**src/rtl/date_counter.sv**
```systemverilog
// date_counter: calendar day/month/year counter for 2000..2099 with optional weekday output.
//
// Ports
//   clk           sole clock, all state updates on the rising edge
//   reset         asynchronous, active-low; clears all state immediately
//   ClkDay        from the hour counter; high while hours==23, day rolls on its falling edge
//   DayOverPlus   one-cycle pulse: time-zone edit pushed hours past 23 (acts in Edit Mode)
//   DayOverMinus  one-cycle pulse: time-zone edit pushed hours below 0 (acts in Edit Mode)
//   KeyPlus       active-low one-cycle key pulse, +1 on the selected field
//   KeyMinus      active-low one-cycle key pulse, -1 on the selected field
//   EditMode      high in Edit Mode
//   screen        current screen; 1 = date screen
//   EditPos       edit hex position (6 = days, 4 = months, 1 = year tens, 0 = year units)
//   days          day of month, 1..31
//   months        month, 1..12
//   years         year offset from 2000, 0..99
//   weekday       0 = Sunday .. 6 = Saturday
//
// Configuration
//   DATE_WEEKDAY_EN  defined: weekday is a register tracking the date with one cycle of lag.
//                    undefined: weekday is tied to 0 and no weekday logic is built.

module date_counter (
    input  logic       clk,
    input  logic       reset,
    input  logic       ClkDay,
    input  logic       DayOverPlus,
    input  logic       DayOverMinus,
    input  logic       KeyPlus,
    input  logic       KeyMinus,
    input  logic       EditMode,
    input  logic [1:0] screen,
    input  logic [2:0] EditPos,
    output logic [4:0] days,
    output logic [3:0] months,
    output logic [6:0] years,
    output logic [2:0] weekday
);

    function automatic logic [4:0] month_len(input logic [3:0] m, input logic leap);
        case (m)
            4'd2:                      month_len = leap ? 5'd29 : 5'd28;
            4'd4, 4'd6, 4'd9, 4'd11:   month_len = 5'd30;
            default:                   month_len = 5'd31;
        endcase
    endfunction

    logic       r_clkday_d;
    logic [4:0] r_days;
    logic [3:0] r_months;
    logic [6:0] r_years;

    logic       w_leap;
    logic [4:0] w_mlen;
    logic       w_rollover;
    logic       w_inc;
    logic       w_dec;
    logic       w_key_en;
    logic       w_kplus;
    logic       w_kminus;
    logic [4:0] w_days_n;
    logic [3:0] w_months_n;
    logic [6:0] w_years_n;
    logic [3:0] w_pm;
    logic [4:0] w_len_c;

    // Years 0..99 map to 2000..2099, where every multiple of 4 is a leap year.
    assign w_leap     = (r_years[1:0] == 2'b00);
    assign w_mlen     = month_len(r_months, w_leap);
    // Falling edge of ClkDay outside Edit Mode; edges during Edit Mode are simply lost.
    assign w_rollover = r_clkday_d & ~ClkDay & ~EditMode;
    assign w_inc      = w_rollover | (EditMode & DayOverPlus);
    assign w_dec      = EditMode & DayOverMinus;
    assign w_key_en   = EditMode & (screen == 2'd1);
    assign w_kplus    = w_key_en & ~KeyPlus;
    assign w_kminus   = w_key_en & ~KeyMinus;

    always_comb begin
        w_days_n   = r_days;
        w_months_n = r_months;
        w_years_n  = r_years;
        w_pm       = (r_months == 4'd1) ? 4'd12 : r_months - 4'd1;
        w_len_c    = 5'd31;
        if (w_inc) begin
            if (r_days >= w_mlen) begin
                w_days_n = 5'd1;
                if (r_months >= 4'd12) begin
                    w_months_n = 4'd1;
                    w_years_n  = (r_years >= 7'd99) ? 7'd0 : r_years + 7'd1;
                end else begin
                    w_months_n = r_months + 4'd1;
                end
            end else begin
                w_days_n = r_days + 5'd1;
            end
        end else if (w_dec) begin
            if (r_days <= 5'd1) begin
                // Previous month of January is December (31 days), so the current
                // year's leap flag is correct for every previous-month length.
                w_months_n = w_pm;
                w_days_n   = month_len(w_pm, w_leap);
                if (r_months == 4'd1) begin
                    w_years_n = (r_years == 7'd0) ? 7'd99 : r_years - 7'd1;
                end
            end else begin
                w_days_n = r_days - 5'd1;
            end
        end else if (w_kplus || w_kminus) begin
            // KeyPlus wins when both keys are low.
            case (EditPos)
                3'd6: begin
                    if (w_kplus) begin
                        w_days_n = (r_days >= w_mlen) ? 5'd1 : r_days + 5'd1;
                    end else begin
                        w_days_n = (r_days <= 5'd1) ? w_mlen : r_days - 5'd1;
                    end
                end
                3'd4: begin
                    if (w_kplus) begin
                        w_months_n = (r_months >= 4'd12) ? 4'd1 : r_months + 4'd1;
                    end else begin
                        w_months_n = w_pm;
                    end
                end
                3'd0: begin
                    if (w_kplus) begin
                        w_years_n = (r_years >= 7'd99) ? 7'd0 : r_years + 7'd1;
                    end else begin
                        w_years_n = (r_years == 7'd0) ? 7'd99 : r_years - 7'd1;
                    end
                end
                3'd1: begin
                    if (w_kplus) begin
                        w_years_n = (r_years >= 7'd90) ? r_years - 7'd90 : r_years + 7'd10;
                    end else begin
                        w_years_n = (r_years < 7'd10) ? r_years + 7'd90 : r_years - 7'd10;
                    end
                end
                default: ;
            endcase
            // Clamp the day into the (possibly new) month in the same update.
            w_len_c = month_len(w_months_n, (w_years_n[1:0] == 2'b00));
            if (w_days_n > w_len_c) begin
                w_days_n = w_len_c;
            end
        end
    end

    always_ff @(posedge clk or negedge reset) begin
        if (!reset) begin
            r_clkday_d <= 1'b0;
            r_days     <= 5'd1;
            r_months   <= 4'd1;
            r_years    <= 7'd0;
        end else begin
            r_clkday_d <= ClkDay;
            r_days     <= w_days_n;
            r_months   <= w_months_n;
            r_years    <= w_years_n;
        end
    end

    assign days   = r_days;
    assign months = r_months;
    assign years  = r_years;

`ifdef DATE_WEEKDAY_EN
    logic [2:0] r_weekday;
    logic [2:0] w_off;
    logic [7:0] w_yq;
    logic [7:0] w_wd_sum;
    logic [2:0] w_wd_next;

    always_comb begin
        case (r_months)
            4'd2:    w_off = 3'd3;
            4'd3:    w_off = 3'd3;
            4'd4:    w_off = 3'd6;
            4'd5:    w_off = 3'd1;
            4'd6:    w_off = 3'd4;
            4'd7:    w_off = 3'd6;
            4'd8:    w_off = 3'd2;
            4'd9:    w_off = 3'd5;
            4'd11:   w_off = 3'd3;
            4'd12:   w_off = 3'd5;
            default: w_off = 3'd0;
        endcase
        // Leap days of earlier years in the century: ceil(y/4).
        w_yq      = ({1'b0, r_years} + 8'd3) >> 2;
        // 6 + (d - 1) folded into 5 + d so nothing can underflow.
        w_wd_sum  = 8'd5 + {1'b0, r_years} + w_yq + {5'b0, w_off}
                  + {7'b0, (w_leap && (r_months > 4'd2))} + {3'b0, r_days};
        w_wd_next = 3'(w_wd_sum % 8'd7);
    end

    always_ff @(posedge clk or negedge reset) begin
        if (!reset) begin
            r_weekday <= 3'd6;
        end else begin
            r_weekday <= w_wd_next;
        end
    end

    assign weekday = r_weekday;
`else
    assign weekday = 3'd0;
`endif

endmodule

```
**config.mk**
```make
export PLATFORM = sky130hd
export DESIGN_NAME = date_counter
export DESIGN_NICKNAME = d
export VERILOG_FILES = /design/src/rtl/date_counter.sv
export SDC_FILE = /design/constraint.sdc
export NUM_CORES = 1
export LEC_CHECK = 0
export BUFFER_PORTS_ARGS = -buffer_cell sky130_fd_sc_hd__buf_2
export CAP_MARGIN = 20
export CORE_MARGIN = 5
export CORE_UTILIZATION = 28
export CTS_BUF_LIST = sky130_fd_sc_hd__clkbuf_8
export CTS_CLUSTER_SIZE = 14
export DETAILED_ROUTE_END_ITERATION = 10
export PLACE_DENSITY = 0.55
export SLEW_MARGIN = 15
export SYNTH_ARGS = -nofsm -noshare
export SYNTH_HDL_FRONTEND = slang
export SYNTH_SLANG_ARGS = --single-unit
```
**constraint.sdc**
```tcl
create_clock -name clk -period 4.9 [get_ports clk]
set_clock_uncertainty 0.2 [all_clocks]
set_input_delay 0.49 -clock clk [delete_from_list [all_inputs] [get_ports clk]]
set_output_delay 0.49 -clock clk [all_outputs]
set_load 0.01 [all_outputs]
```
==> flow_summary.toml <==
[synth]
synth.distinct_cells = 79
synth_compound_area_share_pct = 36.5
postSynthAreaPerCell_um2 = 7.23
yosys_warnings = 0
synth_xor_area_share_pct = 2.16
synth_adder_area_share_pct = 8.37
synth-simple-area-share_pct = 28.3
ys_ff_latch = 17
synth-edff-count = 0
synthCells = 393
netlist_area_um2 = 2840
synth-main-ff-cell = "dfrtp_1"
async_flop_share_pct = 100
muxShareOfSynthArea_pct = 1.94
ys_seq_area_share_pct = 15.1
synth_top_family_by_area = "compound AO/OA/AOI/OAI gates"

[final_layout]
drive_above_1_share_pct = 13.9
utilization_pct = 31.5
final_nets = 435
finalNonFillerCells = 535
syn_to_final_growth_pct = 8.94
diodes = 0

[timing]
setup_viol = 0
fin_setup_tns_ns = 0
slew_viol_final = 0
rsz0062_at_grt = "false"
slew_headroom_pct = 49.0
hold_violations = 0
fmax_ghz = 0.228
tightest_slew_ns = 0.762
timing.final.ws_setup_ns = 0.520
fin_crit_sh_pct = 89.4
layout_min_cycle_time_ns = 4.38

[floorplanning]
dieArea_um2 = 12300
die_h_um = 111
ios = 32
die_w_um = 111
start_util_pct = 28.9
core_area_um2 = 9820
rows = 36

[drt]
wl_um = 9220
num_vias = 3102
vias_per_cell = 5.80
wl_per_cell_um = 17.2
dr.pass1.iters = 5
first_iter_violations = 213
ant_nets = 0
drc = 0

[clocking]
cts-resized-gates = 0
cts-root-buf = "clkbuf_8"
cts_buffer_depth = 2
post-cts-setup-buffer-count = 0
cts_tree = "done"
htree_levels = 1
clk_pin_slew_ns = 0.09
cts_buffers = 3
postCtsHoldBufs = 1
clock_latency_ns = 0.27
cts_sinks = 17

[power]
ir_drop_uv = 152
p_per_area_nw_per_um2 = 569
p_leak_uw = 0.00122

[critical_path]
crit_family = "compound AO/OA/AOI/OAI gates"
cpMostUsedCell = "a21oi_1"
slowest_stage = "dfrtp_1"
critPathBufInv = 1
end_kind = "flop"
crit_type = "reg2reg"
crit_cells = 16
reg2reg_depth = 16
cp_max_fo = 13
cpPeakStageDelay_ns = 0.59
cp.arrival_ns = 4.31
required_ns = 4.83
path_cells = "inv_1, ha_1, nand2b_1, a21oi_1, a21oi_1, ha_1, nand2b_1, a21oi_1, nor3_1, a32o_1, a211oi_2, ha_1, a21oi_1, and4b_1, mux2i_1, a31oi_1"
start_kind = "flop"

[placed_design]
gp_congestion = 0.915
portBuffers = 28
dp_cells = 530
hpwl_um = 6810
post-place-ws_ns = 0.655

[job]
drv_cap = 0

[hold_path]
hp-class = "in2reg"
min_delay_path_depth = 1

[global_route]
antenna_found_initial = 0
grt_usage_pct = 14.5
overflow = 0
grt_pass1_vias = 2917
grt_max_degree = 22
grt_pass1_wl_um = 15000

[outcome]
status = "finished, final reports clean"
## registers in the layout, indices dropped and copies added, names as in the netlist
name,cells
years,7
days,5
months,4
r_clkday_d,1
## final timing paths
path / startpoint / end / slack, ns
max: years[1] / days[1] / 0.52
min: ClkDay / r_clkday_d / 0.15
max reg2reg: years[1] / days[1] / 0.52
min reg2reg: months[0] / months[0] / 0.49
max in group asynchronous: reset / days[0] / 3.65
min in group asynchronous: reset / months[2] / 0.50
## synthesized netlist by cell type, drive strengths merged (2+ instances only)
cell	n	share of area [%]
a21oi	29	5.1
nor2b	8	1.8
o22ai	8	1.8
o221ai	2	0.62
a211oi	11	3.7
or2	3	0.66
o211a	2	0.70
and3	6	1.3
nor2	43	5.7
nand2b	9	2.2
nor3b	7	2.0
mux2i	4	1.4
o2bb2ai	2	0.62
dfrtp	15	13
a221oi	7	2.2
o21bai	5	1.3
o21a	4	1.1
nand4	2	0.44
and4b	2	0.70
buf	19	3.9
nor3	11	1.9
xor2	3	0.92
o32ai	2	0.62
nand3b	2	0.53
nor4	2	0.66
a22oi	7	2.0
nand3	13	2.3
a311o	2	0.70
a21boi	3	0.79
or4	2	0.66
a31oi	9	2.0
or3	6	1.3
o211ai	7	1.8
o311ai	3	1.2
ha	19	8.4
inv	14	1.8
a31o	3	0.92
clkbuf	13	1.7
and2	5	1.1
nand2	21	2.9
dfstp	2	1.8
o21ai	33	5.8
xnor2	4	1.2
## per-layer routing
| metal | vias to the layer above | track usage [%] | share of wire, % |
|---|---|---|---|
| li1 | 1493 | - | - |
| met2 | 126 | 24.4 | 46 |
| met3 | 18 | 1.53 | 6.4 |
| met4 | 0 | 4.02 | 2.0 |
| met5 | - | 0 | 0 |
| met1 | 1465 | 19.6 | 45 |
## cell usage in the layout, fill, tap and decap left out, drive strengths merged, types with 3 or more instances in the layout
cell type  count
o21ai         33
o22ai          8
xor2           3
xnor2          4
dfrtp         15
nor2          43
or2            3
or3            6
a31oi          9
a21oi         29
a211oi        11
clkbuf         3
inv           15
and2           5
ha            19
o211ai         7
nor3b          7
and3           6
o21bai         5
nand2         21
o21a           4
a21boi         3
nor3          11
buf           34
nand3         13
mux2i          4
o311ai         3
a22oi          7
a221oi         7
a31o           3
nor2b          8
nand2b         9
conb           3
## cells by family (layout without fill, tap and decap cells)
family	count (synthesis)	count (layout)
other	1	3
XOR/XNOR	7	7
adder cells (fa/ha/maj)	19	19
flip-flops	17	17
AO/OA/AOI/OAI	150	150
multiplexers	5	5
buffers and inverters	46	53
AND/OR/NAND/NOR	148	148
## cell type report
cell class / instances / area [µm²]
Tap cell: 133 / 166
Inverter: 14 / 52.6
Sequential cell: 17 / 428
Clock inverter: 1 / 3.75
Clock buffer: 3 / 41.3
Fill cell: 1115 / 6720
Multi-Input combinational cell: 332 / 2210
Timing Repair Buffer: 35 / 195
## worst register-to-register path: cells and delay by family (launching register included)
family          cells  cell delay [ns]
buf+inv             1             0.19
simple gates        4             0.72
compound gates      7             1.39
fa+ha+maj           3             0.90
flops               1             0.59
mux                 1             0.26
## per-stage QoR
step	hold slack, ns	instance area (µm²)	power [µW]
after floorplan	-0.00559	2850	1320
after global placement	0.279	3040	1610
after detailed placement	0.276	3040	1630
after CTS	0.144	3100	1750
after global routing	0.146	3100	1940
final	0.146	3100	1760
## power by group
group | leakage, µW | switching [µW] | total [µW] | internal, µW
Clock | 0.0000269 | 63.9 | 120 | 56.1
Sequential | 0.000201 | 189 | 390 | 201
Combinational | 0.000995 | 725 | 1250 | 527
No activity file was read; power rests on OpenSTA's default activity.
